## src/rtl/round_robin_mux_arbiter.sv

```systemverilog
// -----------------------------------------------------------------------------
// round_robin_mux_arbiter
//
// Four-way round-robin arbiter that also multiplexes the winner's data byte
// onto a shared output. The priority rotates from a last-winner pointer:
// requester last+1 has the highest priority and last has the lowest. A
// requester that keeps its Req high can hold the grant for at most MAX_BURST
// consecutive cycles while any other requester is waiting.
//
// Ports
//   Clock    in   single clock; all state changes on its rising edge
//   Reset_n  in   synchronous active-low reset; overrides Enable and Req
//   Enable   in   allows arbitration; when low, the next edge forces IDLE
//   Req[3:0] in   request lines, 0=A 1=B 2=C 3=D
//   A,B,C,D  in   8-bit requester data
//   Gnt[3:0] out  registered grant, one-hot in GRANT, all-zero in IDLE
//   Sel[1:0] out  registered index of the current or most recent owner
//   Y[7:0]   out  registered shared data, one cycle behind Gnt
//   Valid    out  high when Y carries granted data
//   Busy     out  high while the state is GRANT
// -----------------------------------------------------------------------------
module round_robin_mux_arbiter #(
  parameter int MAX_BURST = 4  // legal range 1..15
) (
  input  logic       Clock,
  input  logic       Reset_n,
  input  logic       Enable,
  input  logic [3:0] Req,
  input  logic [7:0] A,
  input  logic [7:0] B,
  input  logic [7:0] C,
  input  logic [7:0] D,
  output logic [3:0] Gnt,
  output logic [1:0] Sel,
  output logic [7:0] Y,
  output logic       Valid,
  output logic       Busy
);

  typedef enum logic {
    IDLE  = 1'b0,
    GRANT = 1'b1
  } state_t;

  localparam logic [3:0] MAX_CNT = 4'(MAX_BURST);

  state_t     state, state_n;
  logic [1:0] ptr, ptr_n;      // last winner
  logic [3:0] cnt, cnt_n;      // consecutive cycles granted to current owner
  logic [3:0] gnt_n;
  logic [1:0] sel_n;
  logic [3:0] others;          // requests excluding the current owner
  logic [1:0] winner;
  logic [7:0] mux_data;

  // Round-robin pick: scan from lowest to highest priority so the last hit
  // (offset 1 from the pointer) wins. Offset 4 is the pointer itself.
  function automatic logic [1:0] pick(input logic [3:0] r, input logic [1:0] last);
    logic [1:0] idx;
    pick = last;
    for (int k = 4; k >= 1; k--) begin
      idx = last + 2'(k);
      if (r[idx]) pick = idx;
    end
  endfunction

  assign others = (state == GRANT) ? (Req & ~(4'b0001 << Sel)) : Req;
  assign winner = pick(others, ptr);

  // NOTE: every output of this block is assigned a default first, so no path
  // leaves a variable unassigned and no latch is inferred.
  always_comb begin
    state_n = state;
    ptr_n   = ptr;
    cnt_n   = cnt;
    gnt_n   = Gnt;
    sel_n   = Sel;

    if (!Enable) begin
      // Pointer and Sel are kept so arbitration resumes where it stopped.
      state_n = IDLE;
      gnt_n   = 4'b0000;
      cnt_n   = 4'd0;
    end else begin
      unique case (state)
        IDLE: begin
          if (Req != 4'b0000) begin
            state_n = GRANT;
            gnt_n   = 4'b0001 << winner;
            sel_n   = winner;
            ptr_n   = winner;
            cnt_n   = 4'd1;
          end
        end
        GRANT: begin
          if (!Req[Sel] || (cnt >= MAX_CNT && others != 4'b0000)) begin
            // Owner released or burst exhausted with someone waiting:
            // hand over on this edge, or fall back to IDLE if nobody waits.
            if (others != 4'b0000) begin
              gnt_n = 4'b0001 << winner;
              sel_n = winner;
              ptr_n = winner;
              cnt_n = 4'd1;
            end else begin
              state_n = IDLE;
              gnt_n   = 4'b0000;
              cnt_n   = 4'd0;
            end
          end else if (cnt < MAX_CNT) begin
            cnt_n = cnt + 4'd1;
          end else begin
            // Sole requester at the burst limit keeps the grant; the count
            // restarts instead of wrapping.
            cnt_n = 4'd1;
          end
        end
        default: begin
          state_n = IDLE;
          gnt_n   = 4'b0000;
        end
      endcase
    end
  end

  always_comb begin
    mux_data = 8'h00;
    unique case (Sel)
      2'd0: mux_data = A;
      2'd1: mux_data = B;
      2'd2: mux_data = C;
      2'd3: mux_data = D;
      default: mux_data = 8'h00;
    endcase
  end

  // NOTE: sequential state uses non-blocking assignments so every register
  // samples pre-edge values regardless of statement order.
  always_ff @(posedge Clock) begin
    if (!Reset_n) begin
      state <= IDLE;
      ptr   <= 2'd3;  // requester 0 wins first after reset
      cnt   <= 4'd0;
      Gnt   <= 4'b0000;
      Sel   <= 2'd0;
      Y     <= 8'h00;
      Valid <= 1'b0;
    end else begin
      state <= state_n;
      ptr   <= ptr_n;
      cnt   <= cnt_n;
      Gnt   <= gnt_n;
      Sel   <= sel_n;
      // Data path follows the registered grant, hence one cycle behind Gnt.
      Y     <= (Gnt != 4'b0000) ? mux_data : 8'h00;
      Valid <= (Gnt != 4'b0000);
    end
  end

  assign Busy = (state == GRANT);

endmodule

```

## config.mk

```make
export PLATFORM = sky130hd
export DESIGN_NAME = round_robin_mux_arbiter
export DESIGN_NICKNAME = d
export VERILOG_FILES = /design/src/rtl/round_robin_mux_arbiter.sv
export SDC_FILE = /design/constraint.sdc
export NUM_CORES = 1
export LEC_CHECK = 0
export ABC_AREA = 1
export BUFFER_PORTS_ARGS = -buffer_cell sky130_fd_sc_hd__buf_2
export CORE_MARGIN = 2
export CORE_UTILIZATION = 47
export DETAILED_ROUTE_END_ITERATION = 16
export PLACE_DENSITY = 0.76
export SYNTH_ARGS = -nofsm -noshare
export SYNTH_HDL_FRONTEND = slang
export SYNTH_SLANG_ARGS = --single-unit
```

## constraint.sdc

```tcl
create_clock -name Clock -period 1.9 [get_ports Clock]
set_input_delay 0.19 -clock Clock [delete_from_list [all_inputs] [get_ports Clock]]
set_output_delay 0.19 -clock Clock [all_outputs]
set_load 0.03 [all_outputs]
```

Yosys cells after proc, flatten, opt, wreduce, memory -nomap -nowiden
Cells that the tools add are included.
{"block": "classes", "addsub": 4, "order_cmp": 6, "eq_ne": 6, "shift": 2, "muxes": 30, "bitwise": 3, "reduce_logical": 11}
{"cell": "8-bit one-hot mux with 4 select lines", "n": 1}
{"cell": "4-bit two-way mux", "n": 7}
{"cell": "4-bit one-hot mux with 2 select lines", "n": 2}
{"cell": "2-bit by 3-bit < comparator with 1-bit output, second input constant", "n": 4}
{"cell": "2-bit two-way mux", "n": 6}
{"cell": "4-bit nonzero test", "n": 3}
{"cell": "1-bit binary-select mux with 2-bit select", "n": 4}
{"cell": "1-bit two-way mux", "n": 8}
{"cell": "1-bit by 2-bit << shifter with 4-bit output, first input constant", "n": 2}
{"cell": "2-bit AND reduction", "n": 3}
{"cell": "2-bit adder, second input constant", "n": 2}
{"cell": "4-bit by 1-bit adder with 4-bit output, second input constant", "n": 1}
{"cell": "4-bit bitwise AND", "n": 1}
{"cell": "2-bit equality test, second input constant", "n": 2}
{"cell": "4-bit by 3-bit greater-or-equal comparator with 1-bit output, second input constant", "n": 1}
{"cell": "4-bit by 3-bit < comparator with 1-bit output, second input constant", "n": 1}
{"cell": "2-bit by 1-bit != test with 1-bit output, second input constant", "n": 2}
{"cell": "4-bit NOT", "n": 1}
{"cell": "2-bit one-hot mux with 2 select lines", "n": 1}
{"cell": "4-bit AND reduction", "n": 1}
{"cell": "2-bit by 1-bit adder with 2-bit output, second input constant", "n": 1}
{"cell": "2-bit by 1-bit equality test with 1-bit output, second input constant", "n": 1}
{"cell": "2-bit logical NOT", "n": 1}
{"cell": "2-bit != test, second input constant", "n": 1}
{"cell": "other kinds (5)", "n": 5}
{"block": "totals", "register_bits": 22, "in_bits": 39, "out_inout_bits": 16, "elab_cells": 69}

Longest topological paths before layout
{"block": "depth", "depth_word": 13, "ltp_mapped": 13, "depth_no_buf": 12}

Worst setup path after synthesis
Ideal clock, no wire load.
{"block": "synth_timing", "path_type": "register -> register", "from": "register Sel[1]", "to": "register ptr[0]", "setup_time_ns": 0.126, "t_arrival_ns": 1.530, "required_ns": 1.774, "setup_slack_ns": 0.244, "stages_incl_launch_ff": 13, "path_buffers": 1, "period_less_slack_ns": 1.656, "cell_sequence": "dfxtp_1 -> buf_6 -> inv_8 -> nor2_4 -> nand2_2 -> nand4_2 -> nand3_2 -> nand2_2 -> nor2_4 -> nand2_4 -> inv_4 -> nand2_2 -> o211ai_1"}
{"block": "synth_via", "elab_chain_len": 12, "elab_cells_between_ends": 26, "classes_between": "eq/ne: 2; shift: 1; mux: 16; bitwise: 2; reduce/logical: 5"}
{"element": "start: declaration", "line": "34", "text": "output logic [1:0] Sel,"}
{"element": "start signal: assignment", "line": "152", "text": "Sel <= sel_n;"}
{"element": "1-bit by 2-bit << shifter with 4-bit output", "line": "67", "text": "assign others = (state == GRANT) ? (Req & ~(4'b0001 << Sel)) : Req;"}
{"element": "4-bit NOT", "line": "67"}
{"element": "4-bit bitwise AND", "line": "67"}
{"element": "4-bit two-way mux", "line": "67"}
{"element": "1-bit binary-select mux with 2-bit select", "line": "63", "text": "if (r[idx]) pick = idx;"}
{"element": "1-bit two-way mux (not written as such)", "line": "63"}
{"element": "2-bit two-way mux (3 in series)", "line": "63"}
{"element": "2-bit two-way mux", "line": "99", "text": "if (others != 4'b0000) begin"}
{"element": "2-bit two-way mux", "line": "96", "text": "if (!Req[Sel] || (cnt >= MAX_CNT && others != 4'b0000)) begin"}
{"element": "2-bit one-hot mux with 2 select lines", "line": "85", "text": "unique case (state)"}
{"element": "end signal: assignment", "line": "149", "text": "ptr <= ptr_n;"}
{"element": "end: declaration", "line": "48", "text": "logic [1:0] ptr, ptr_n;"}
Parallel ways exist; a longest one is shown, timed or not. The select of a mux whose other input is x is not followed.
A chain may end at the register's enable or synchronous reset.

Worst setup path after layout
{"block": "layout_timing", "from": "register ptr[0]", "to": "register ptr[0]"}
{"block": "layout_via", "elab_chain_len": 9, "elab_cells_between_ends": 16, "classes_between": "add/sub: 3; mux: 13"}
{"element": "2-bit adder", "line": "62", "text": "idx = last + 2'(k);"}
{"element": "1-bit binary-select mux with 2-bit select", "line": "63"}
{"element": "1-bit two-way mux (not written as such)", "line": "63"}
{"element": "2-bit two-way mux (2 in series)", "line": "63"}
{"element": "2-bit two-way mux *", "line": "63"}
{"element": "2-bit two-way mux", "line": "99"}
{"element": "2-bit two-way mux", "line": "96"}
{"element": "2-bit one-hot mux with 2 select lines *", "line": "85"}
Every way passes the cells marked *; elsewhere a longest branch is shown, timed or not. The select of a mux whose other input is x is not followed.

==> impl_metrics.ini <==
[status]
status = finished, final reports clean

[setup_path]
path_common_cell = nand2_2
r2r-end = ptr[0]
r2r.worst_path.cells = 11
worst-setup-path-type = reg2reg
crit_end = ptr[0]
timing.rr.start = ptr[0]
r2r_slack_ns = 0.25
crit_chain = nor2_1 > nor2_2 > inv_1 > nand2_2 > nand2_1 > nand2_1 > nand2_1 > nand2_2 > nand2_2 > nand2_2 > o211ai_1
cp_data_required_time_ns = 2.11
cp.arrival_ns = 1.87
crit_slowest_cell = dfxtp_1
crit_fanout = 9
crit_path_max_incr_delay_ns = 0.54
start_kind = flop
endpoint_kind = flop
startpoint = ptr[0]

[pwr]
power_density_mw_per_mm2 = 925
pwr-share-clk_pct = 23.8
p_leak_nw = 0.820
seqPwrFrac_pct = 35.7
pwr-share-comb_pct = 40.5
p_sw_share_pct = 39.0
irDropWorstVdd_v = 0.000611
internal_power_mw = 0.934
switchingPower_mw = 0.598
power_mw = 1.53

[floorplan]
die_y_um = 56.9
rows = 19
initial_core_util_pct = 48.6
ioPinCount = 55
die_w_um = 56.9
die-area_mm2 = 0.00324
coreArea_mm2 = 0.00271

[global_routing]
grt_usage_pct = 19.6
antenna_found_initial = 0
grt_pass1_vias = 1178
grt_overflow = 0
grt_start_max_net_pins = 14
grt_pass1_wl_mm = 5.06

[clocking]
cts_resized = 0
clkTransAtPathRegs_ns = 0.13
htree_num_levels = 1
cts_root_buf = clkbuf_4
worstSkewPairLatency_ns = 0.31
cts_max_path_buffers = 2
cts.sinks = 22
numCtsBuffers = 3
cts.hold.buffers_added = 0
cts_tree = built
cts_setup_buffers = 0

[sta]
finalHoldViolations = 0
clock_skew_ns = 0.000846
clock.fmax_mhz = 604
fin_crit_ns = 1.65
fin_setup_tns_ns = 0
slew_violations = 0
setup_viol = 0
slew-limit-headroom_pct = 65.2
period_share_pct = 87.1
tightest_slew_ns = 0.520
rsz0062_at_grt = false

[final_layout]
n_antenna_cell = 0
syn2layout_area_growth_pct = 25.7
multi_input_area_um2 = 771
nNetsFinal = 277
drive_above_1_share_pct = 38.6
register_area_um2 = 440
nFillCells = 245
postLayoutCellArea_mm2 = 0.00166

[drt]
viasPerCell = 5.20
wl_per_cell_um = 12.0
drc = 0
firstDrtPassIters = 4
routed_wirelength_mm = 3.20
antenna_left = 0
vias = 1389
drtIter0Drc = 59

[logic_synthesis]
syn_nets = 220
synth_top_cell_area_share_pct = 33.4
ys_seq_area_share_pct = 33.4
synth_top_area_cell = dfxtp_1
syn_inst = 180
syn_area_per_cell_um2 = 7.32
ys_ff_latch = 22
yosys_warnings = 0
synth_cell_type_count = 29
syn_area_mm2 = 0.00132
synth.area.top_cells = dfxtp_1, nand2_1, nand3_1

[place]
place_congestion = 0.835
port_buffers = 54
place_area_mm2 = 0.00160
hpwl_mm = 2.53

[worst_hold_path]
hp-start = Reset_n
min_path_type = in2reg

[run]
max_cap_viol_count = 0
## cells in the mapped netlist, drive strengths merged
library cell	count
nand2	59
buf	4
nor3	1
nor3b	1
inv	15
a31oi	2
nor2	13
nand4	3
nand3	21
a21oi	16
o211ai	1
ha	1
o21ai	13
nor4	2
dfxtp	22
a221oi	6
## power by group through the flow
| stage | logic [mW] | registers [mW] | clock network [mW] |
|---|---|---|---|
| floorplan | 0.385 | 0.640 | 0 |
| global placement | 0.614 | 0.557 | 0 |
| detailed placement | 0.619 | 0.558 | 0 |
| CTS | 0.621 | 0.548 | 0.378 |
| global route | 0.680 | 0.555 | 0.395 |
| finish | 0.620 | 0.548 | 0.365 |
## metrics by stage
step                      std cells  hold slack, ns  util [%]  setup WS (ns)
final                           267           0.103      61.1          0.245
after global routing            267          0.0826      61.1         0.0647
after CTS                       267          0.0859      61.1          0.248
after detailed placement        263           0.428      59.2          0.282
after global placement          263           0.418      59.2          0.300
after floorplan                 180           0.274         -          0.244
## cell families (layout without fill, tap and decap cells)
family	count (synthesis)	count (layout)	synth area share, %
AO/OA/AOI/OAI	38	38	17.1
adder cells (fa/ha/maj)	1	1	0.950
buffers and inverters	19	75	8.07
flip-flops	22	22	33.4
AND/OR/NAND/NOR	100	100	40.5
## sequential cells by signal, indices dropped and copies added, names as in the netlist
signal	cells
cnt	4
Sel	2
Valid	1
Gnt	4
ptr	2
Busy	1
Y	8
## final cells by class
class | count | share of cell area [%]
flip-flops and latches | 22 | 26.6
multi-input cells | 139 | 46.5
clock inverters | 1 | 1.81
well taps | 31 | 2.34
inverters | 15 | 4.15
repair buffers | 56 | 17.2
clock buffers | 3 | 1.36
## layout by cell type, fill, tap and decap left out, types with 2 or more instances in the layout
master / synthesis / layout
a31oi_1: 2 / 2
nor2_1: 9 / 9
nand2_2: 9 / 9
inv_1: 9 / 9
a221oi_1: 6 / 6
a21oi_1: 14 / 14
o21ai_0: 13 / 13
buf_4: 2 / 2
nand2_4: 2 / 2
inv_2: 3 / 3
clkbuf_4: 0 / 3
nand3_2: 5 / 5
nand4_1: 2 / 2
nand3_1: 16 / 16
nor2_4: 2 / 2
dfxtp_1: 22 / 22
inv_4: 2 / 2
nand2_1: 48 / 48
buf_2: 0 / 54
a21oi_2: 2 / 2
## worst min-delay path by stage
stage | end | cells past startpoint
after floorplan | ptr[1] | 1
after global placement | ptr[1] | 2
after detailed placement | ptr[1] | 2
after CTS | ptr[1] | 2
after global routing | ptr[1] | 2
final | ptr[1] | 2
## routing by layer
layer	share of wire [%]	vias to the layer above	track usage [%]
li1	-	730	-
met1	45	599	25.1
met4	1.4	0	7.97
met5	0	-	0
met2	44	55	31.4
met3	9.3	5	5.44
## critical path, delay by kind of cell, from the launching register on
| kind | cells | cell delay, ns |
|---|---|---|
| AO/OA/AOI/OAI | 1 | 0.08 |
| flip-flops | 1 | 0.54 |
| buffers and inverters | 1 | 0.08 |
| AND/OR/NAND/NOR | 9 | 0.85 |
Power figures use the tool's default switching activity.
